### config.mk
export PLATFORM = sky130hd
export DESIGN_NAME = bip_run_ctrl
export DESIGN_NICKNAME = d
export VERILOG_FILES = /design/src/rtl/bip_run_ctrl.sv
export SDC_FILE = /design/constraint.sdc
export NUM_CORES = 1
export LEC_CHECK = 0
export CORE_MARGIN = 4
export CORE_UTILIZATION = 57
export CTS_CLUSTER_SIZE = 30
export DETAILED_ROUTE_END_ITERATION = 10
export PLACE_DENSITY_LB_ADDON = 0.3
export SKIP_LAST_GASP = 1
export SLEW_MARGIN = 20
export SYNTH_ARGS = -nofsm -noshare
export SYNTH_HDL_FRONTEND = slang
export SYNTH_SLANG_ARGS = --single-unit
### constraint.sdc
create_clock -name i_clk -period 3.6 [get_ports i_clk]
set_input_delay 0.9 -clock i_clk [delete_from_list [all_inputs] [get_ports i_clk]]
set_output_delay 0.9 -clock i_clk [all_outputs]
set_load 0.03 [all_outputs]
### src/rtl/bip_run_ctrl.sv
// Purpose: run controller for a small accumulator CPU: gates the CPU clock-enable
//          for one run, then streams an 8-byte status report out through a UART.
// Latency: halt/watchdog seen in RUN cycle N -> o_cpu_en low and o_tx_start high at N+1.
// Backpressure: each report byte is held on o_tx_data until the transmitter pulses i_tx_done.
// Ports:
//   i_clk, i_rst_n    clock, async active-low reset
//   i_start           level run request (edge of DONE->IDLE needs it low)
//   i_opcode/i_pc/i_acc  live CPU state, sampled on the run exit edge
//   i_tx_done         transmitter byte-complete pulse (only honoured in WAIT)
//   o_cpu_en          CPU clock-enable (high in RUN only)
//   o_tx_start/o_tx_data  one-cycle send request and the byte to send
//   o_busy/o_done     run/report in progress, report finished
module bip_run_ctrl #(
  parameter int                   NB_DATA     = 16,
  parameter int                   NB_OPCODE   = 5,
  parameter int                   NB_PC       = 11,
  parameter logic [NB_OPCODE-1:0] HALT_OPCODE = '0,
  parameter int                   MAX_CYCLES  = 1000
) (
  input  logic                 i_clk,
  input  logic                 i_rst_n,
  input  logic                 i_start,
  input  logic [NB_OPCODE-1:0] i_opcode,
  input  logic [NB_PC-1:0]     i_pc,
  input  logic [NB_DATA-1:0]   i_acc,
  input  logic                 i_tx_done,
  output logic                 o_cpu_en,
  output logic                 o_tx_start,
  output logic [7:0]           o_tx_data,
  output logic                 o_busy,
  output logic                 o_done
);

  typedef enum logic [2:0] {
    S_IDLE,
    S_RUN,
    S_SEND,
    S_WAIT,
    S_DONE
  } state_e;

  localparam logic [15:0] MAX_CYC = 16'(MAX_CYCLES);

  state_e      state_q, state_d;
  logic [15:0] cyc_q, cyc_d;
  logic [2:0]  idx_q, idx_d;
  logic        timeout_q, timeout_d;
  logic [15:0] pc_snap_q, pc_snap_d;
  logic [15:0] acc_snap_q, acc_snap_d;
  logic [15:0] cyc_snap_q, cyc_snap_d;
  logic [7:0]  tx_data_q, tx_data_d;

  logic [15:0] cyc_inc;
  logic [2:0]  idx_inc;
  logic        halt_hit;
  logic        wdog_hit;
  logic [7:0]  next_byte;

  // The count includes the cycle being evaluated, so the watchdog fires on
  // the MAX_CYCLES-th RUN cycle and the snapshot holds the true run length.
  assign cyc_inc  = cyc_q + 16'd1;
  assign idx_inc  = idx_q + 3'd1;
  assign halt_hit = (i_opcode == HALT_OPCODE);
  assign wdog_hit = (cyc_inc == MAX_CYC);

  // Byte that follows the current one. Byte 0 is a constant header, so it can be
  // loaded on the RUN exit edge before the snapshots themselves have settled.
  always_comb begin
    next_byte = 8'h00;
    unique case (idx_inc)
      3'd0: next_byte = 8'hA5;
      3'd1: next_byte = {7'b0, timeout_q};
      3'd2: next_byte = pc_snap_q[15:8];
      3'd3: next_byte = pc_snap_q[7:0];
      3'd4: next_byte = acc_snap_q[15:8];
      3'd5: next_byte = acc_snap_q[7:0];
      3'd6: next_byte = cyc_snap_q[15:8];
      3'd7: next_byte = cyc_snap_q[7:0];
      default: next_byte = 8'h00;
    endcase
  end

  always_comb begin
    state_d    = state_q;
    cyc_d      = cyc_q;
    idx_d      = idx_q;
    timeout_d  = timeout_q;
    pc_snap_d  = pc_snap_q;
    acc_snap_d = acc_snap_q;
    cyc_snap_d = cyc_snap_q;
    tx_data_d  = tx_data_q;
    unique case (state_q)
      S_IDLE: begin
        if (i_start) begin
          state_d = S_RUN;
          cyc_d   = '0;
          idx_d   = '0;
        end
      end
      S_RUN: begin
        cyc_d = cyc_inc;
        if (halt_hit || wdog_hit) begin
          state_d    = S_SEND;
          timeout_d  = !halt_hit;  // halt takes priority over a coincident watchdog
          pc_snap_d  = 16'(i_pc);
          acc_snap_d = 16'(i_acc);
          cyc_snap_d = cyc_inc;
          tx_data_d  = 8'hA5;
        end
      end
      S_SEND: begin
        state_d = S_WAIT;
      end
      S_WAIT: begin
        if (i_tx_done) begin
          idx_d = idx_inc;
          if (idx_q == 3'd7) begin
            state_d = S_DONE;
          end else begin
            state_d   = S_SEND;
            tx_data_d = next_byte;
          end
        end
      end
      S_DONE: begin
        if (!i_start) state_d = S_IDLE;
      end
      default: state_d = S_IDLE;
    endcase
  end

  always_ff @(posedge i_clk or negedge i_rst_n) begin
    if (!i_rst_n) begin
      state_q    <= S_IDLE;
      cyc_q      <= '0;
      idx_q      <= '0;
      timeout_q  <= 1'b0;
      pc_snap_q  <= '0;
      acc_snap_q <= '0;
      cyc_snap_q <= '0;
      tx_data_q  <= '0;
    end else begin
      state_q    <= state_d;
      cyc_q      <= cyc_d;
      idx_q      <= idx_d;
      timeout_q  <= timeout_d;
      pc_snap_q  <= pc_snap_d;
      acc_snap_q <= acc_snap_d;
      cyc_snap_q <= cyc_snap_d;
      tx_data_q  <= tx_data_d;
    end
  end

  assign o_cpu_en   = (state_q == S_RUN);
  assign o_tx_start = (state_q == S_SEND);
  assign o_tx_data  = tx_data_q;
  assign o_busy     = (state_q == S_RUN) || (state_q == S_SEND) || (state_q == S_WAIT);
  assign o_done     = (state_q == S_DONE);

endmodule

==> impl_metrics.sql <==
INSERT INTO impl_metrics (metric_group, metric, value, unit) VALUES
('layout', 'final_area', '0.00518', 'sq mm'),
('clock_tree', 'worst_setup_hold_path_clk_slew', '0.08', 'ns'),
('floorplan', 'die-width', '96.9', 'um'),
('detailed_routing', 'routed-wl-met3', '730', 'um'),
('detailed_routing', 'dr.first_iter.drc_count', '434', ''),
('timing', 'fin_crit_sh', '88.1', '%'),
('worst_setup_path', 'end_kind', 'flip-flop', ''),
('synth', 'synth.top_cell.area_share', '41.1', '%'),
('placement', 'port_buffers', '47', ''),
('power_and_ir_drop', 'ir_worst_vdd', '0.330', 'mV'),
('synth', 'postSynth.asyncResetShare', '100', '%'),
('synth', 'number_of_flops_mapped_to_enable_cells_by_yosys', '0', ''),
('floorplan', 'pin_count', '48', ''),
('detailed_routing', 'drcViolationCount', '0', ''),
('clock_tree', 'clock_latency_on_the_worst_skew_pair', '0.36', 'ns'),
('clock_tree', 'cts_htree_levels', '3', ''),
('min_path', 'holdPathStages', '1', ''),
('clock_tree', 'cts_setup_buffers', '0', ''),
('detailed_routing', 'wl_per_cell', '19.2', 'um'),
('min_path', 'min_to', 'acc_snap_q[12]', ''),
('layout', 'finalNetCount', '552', ''),
('layout', 'area.growth.synth_to_final', '15.0', '%'),
('worst_setup_path', 'critical_setup_path_kind', 'flip-flop to flip-flop', ''),
('synth', 'netlist_cell_types', '56', ''),
('timing', 'minimum_period_implied_by_the_final_worst_setup_slack', '3.17', 'ns'),
('clock_tree', 'post_cts_resized', '0', ''),
('worst_setup_path', 'critical_path.reg2reg.startpoint', 'cyc_q[0]', ''),
('worst_setup_path', 'crit_required', '3.83', 'ns'),
('power_and_ir_drop', 'total_power', '3.45', 'mW'),
('detailed_routing', 'met2WireLength', '5660', 'um'),
('floorplan', 'initial_utilization', '58.4', '%'),
('worst_setup_path', 'r2r_cells', '8', ''),
('timing', 'setup_total_negative_slack', '0', 'ns'),
('clock_tree', 'clock-root-buffer', 'sky130_fd_sc_hd__clkbuf_8', ''),
('synth', 'post_synth_instance_area', '0.00451', 'sq mm'),
('power_and_ir_drop', 'power_density', '665', 'mW/mm^2'),
('worst_setup_path', 'regToRegSetupSlack', '0.43', 'ns'),
('min_path', 'hold_path_class', 'flip-flop to flip-flop', ''),
('worst_setup_path', 'element_type_at_the_critical_path_start', 'flip-flop', ''),
('timing', 'timing.final.max_slew_violations', '0', ''),
('status', 'outcome', 'finished clean', ''),
('placement', 'place_congestion', '0.958', ''),
('synth', 'yosys_register_bits', '74', ''),
('timing', 'max_clock_freq', '0.315', 'GHz'),
('clock_tree', 'clock_sink_count', '74', ''),
('synth', 'synth_cells', '487', ''),
('synth', 'synth_area_leader', 'sky130_fd_sc_hd__dfrtp_1', ''),
('layout', 'antenna_cells', '0', ''),
('synth', 'synth.net_count', '531', ''),
('placement', 'place_area', '0.00500', 'sq mm'),
('clock_tree', 'max-clock-path-buffers', '2', ''),
('floorplan', 'placement_rows', '32', ''),
('global_routing', 'largest_net_degree_at_the_start_of_global_routing', '75', ''),
('clock_tree', 'cts_inserted_buffers', '9', ''),
('timing', 'timing_hold_violations_final', '0', ''),
('synth', 'synth.yosys.seq_area_share', '41.1', '%'),
('synth', 'synth.yosys.warnings', '0', ''),
('global_routing', 'grt_remaining_overflow', '0', ''),
('timing', 'max-slew-margin-rel', '37.4', '%'),
('global_routing', 'grt_pass1_wl', '19500', 'um'),
('detailed_routing', 'drt_pass1_iterations', '5', ''),
('clock_tree', 'clock_tree_from_tritoncts', 'done', ''),
('synth', 'syn_avg_cell_area', '9.26', 'sq um'),
('timing', 'finClkSkew', '0.00678', 'ns'),
('detailed_routing', 'routed_wl', '11800', 'um'),
('power_and_ir_drop', 'power_leakage', '2.49', 'nW'),
('synth', 'synth.area.top_cells', 'sky130_fd_sc_hd__dfrtp_1 (41%), sky130_fd_sc_hd__a41o_1 (6.4%), sky130_fd_sc_hd__and3_1 (5.0%)', ''),
('global_routing', 'groute.usage.overall', '25.1', '%'),
('worst_setup_path', 'crit_fanout', '29', ''),
('floorplan', 'dieHeight', '96.9', 'um'),
('timing', 'grt_setup_unrepaired', 'false', '');
==> flip-flops by register name, summed over array words and instances (netlist names) <==
name and count:
o_tx_data 8, cyc_snap_q 16, state_q 3, idx_q 3
timeout_q 1, cyc_q 16, acc_snap_q 16, pc_snap_q 11
==> stage by stage <==
step,std cells,hold slack (ns)
after floorplan,487,0.468
after global placement,599,0.484
after detailed placement,599,0.491
after CTS,614,0.508
after global routing,614,0.524
final,614,0.507
==> cells in the final DEF (no fill, tap or decap), types with 3 or more instances in the layout <==
| cell | instances |
|---|---|
| sky130_fd_sc_hd__mux2_2 | 4 |
| sky130_fd_sc_hd__a211oi_1 | 10 |
| sky130_fd_sc_hd__nor2_1 | 45 |
| sky130_fd_sc_hd__clkinvlp_4 | 3 |
| sky130_fd_sc_hd__ha_1 | 8 |
| sky130_fd_sc_hd__a31o_1 | 24 |
| sky130_fd_sc_hd__o31ai_1 | 4 |
| sky130_fd_sc_hd__a21oi_1 | 13 |
| sky130_fd_sc_hd__nand2b_1 | 4 |
| sky130_fd_sc_hd__xnor2_1 | 10 |
| sky130_fd_sc_hd__a221oi_1 | 6 |
| sky130_fd_sc_hd__nand4_1 | 5 |
| sky130_fd_sc_hd__a22oi_1 | 18 |
| sky130_fd_sc_hd__clkdlybuf4s50_1 | 45 |
| sky130_fd_sc_hd__nor3_1 | 9 |
| sky130_fd_sc_hd__a31o_2 | 4 |
| sky130_fd_sc_hd__nand2_1 | 28 |
| sky130_fd_sc_hd__o21ai_0 | 24 |
| sky130_fd_sc_hd__buf_4 | 14 |
| sky130_fd_sc_hd__a2111oi_0 | 5 |
| sky130_fd_sc_hd__a211o_1 | 4 |
| sky130_fd_sc_hd__and2_1 | 5 |
| sky130_fd_sc_hd__nand3_1 | 9 |
| sky130_fd_sc_hd__inv_1 | 7 |
| sky130_fd_sc_hd__a222oi_1 | 3 |
| sky130_fd_sc_hd__clkbuf_8 | 11 |
| sky130_fd_sc_hd__and3_1 | 36 |
| sky130_fd_sc_hd__a21o_1 | 3 |
| sky130_fd_sc_hd__a41o_1 | 29 |
| sky130_fd_sc_hd__dfrtp_1 | 74 |
| sky130_fd_sc_hd__a22o_1 | 6 |
| sky130_fd_sc_hd__a31oi_1 | 5 |
| sky130_fd_sc_hd__nor4_1 | 3 |
==> cells by family (layout without fill, tap and decap cells) <==
logic type | count (synthesis) | count (layout) | share of synthesized area (%)
adders and majority gates | 8 | 8 | 2.22
xor gates and xnor gates | 12 | 12 | 2.33
buffers and inverters | 58 | 83 | 5.19
AOI/OAI and AO/OA | 173 | 173 | 29.9
and+or+nand+nor | 158 | 158 | 18.3
DFF | 74 | 74 | 41.1
muxes | 4 | 4 | 0.999
==> where the power goes <==
part	internal, mW	switching [mW]	leakage (nW)
Combinational	0.606	0.839	1.46
Clock	0.283	0.323	0.0834
Sequential	1.13	0.265	0.952
Total	2.02	1.43	2.49
==> layout make-up <==
class | instances | area (sq um)
multi-input cells | 355 | 2430
inverters | 8 | 30.0
flip-flops and latches | 74 | 1850
fillers | 617 | 2540
well taps | 102 | 128
repair buffers | 60 | 561
clock buffers | 11 | 151
clock inverters | 4 | 27.5
==> routing by layer <==
layer,vias to the layer above,track usage (%)
met4,0,8.86
met1,2044,35.7
met2,160,39.4
met5,-,0
met3,20,3.60
li1,1918,-
==> synthesized netlist by cell type, types with 9 or more instances <==
library cell and n:
sky130_fd_sc_hd__a211oi_1 10, sky130_fd_sc_hd__xnor2_1 10, sky130_fd_sc_hd__clkbuf_1 34, sky130_fd_sc_hd__buf_2 13, sky130_fd_sc_hd__a21oi_1 14, sky130_fd_sc_hd__a22oi_1 18, sky130_fd_sc_hd__nand2_1 28, sky130_fd_sc_hd__a31o_1 24
sky130_fd_sc_hd__nand3_1 9, sky130_fd_sc_hd__o21ai_0 24, sky130_fd_sc_hd__dfrtp_1 74, sky130_fd_sc_hd__nor3_1 9, sky130_fd_sc_hd__a41o_1 29, sky130_fd_sc_hd__and3_1 36, sky130_fd_sc_hd__nor2_1 45
==> critical path, stage by stage (launching register included) <==
cell and delay, ns:
sky130_fd_sc_hd__dfrtp_1 0.50, sky130_fd_sc_hd__ha_1 0.40, sky130_fd_sc_hd__nand3_1 0.35, sky130_fd_sc_hd__nor3_1 0.49
sky130_fd_sc_hd__nand3_1 0.24, sky130_fd_sc_hd__a21oi_4 0.24, sky130_fd_sc_hd__buf_4 0.32, sky130_fd_sc_hd__and3_1 0.36
sky130_fd_sc_hd__o21ai_0 0.14
==> worst max-delay path by stage <==
stage | cells after the start | to | slack, ns | start
2_1_floorplan | 7 | o_cpu_en | 0.80 | state_q[0]
3_3_place_gp | 8 | cyc_snap_q[0] | 0.68 | cyc_q[0]
3_5_place_dp | 8 | cyc_snap_q[0] | 0.52 | cyc_q[0]
4_1_cts | 8 | cyc_snap_q[0] | 0.47 | cyc_q[0]
5_1_grt | 8 | cyc_snap_q[0] | 0.12 | cyc_q[0]
6_report | 8 | cyc_snap_q[0] | 0.43 | cyc_q[0]
(Power assumes the default switching activity.)
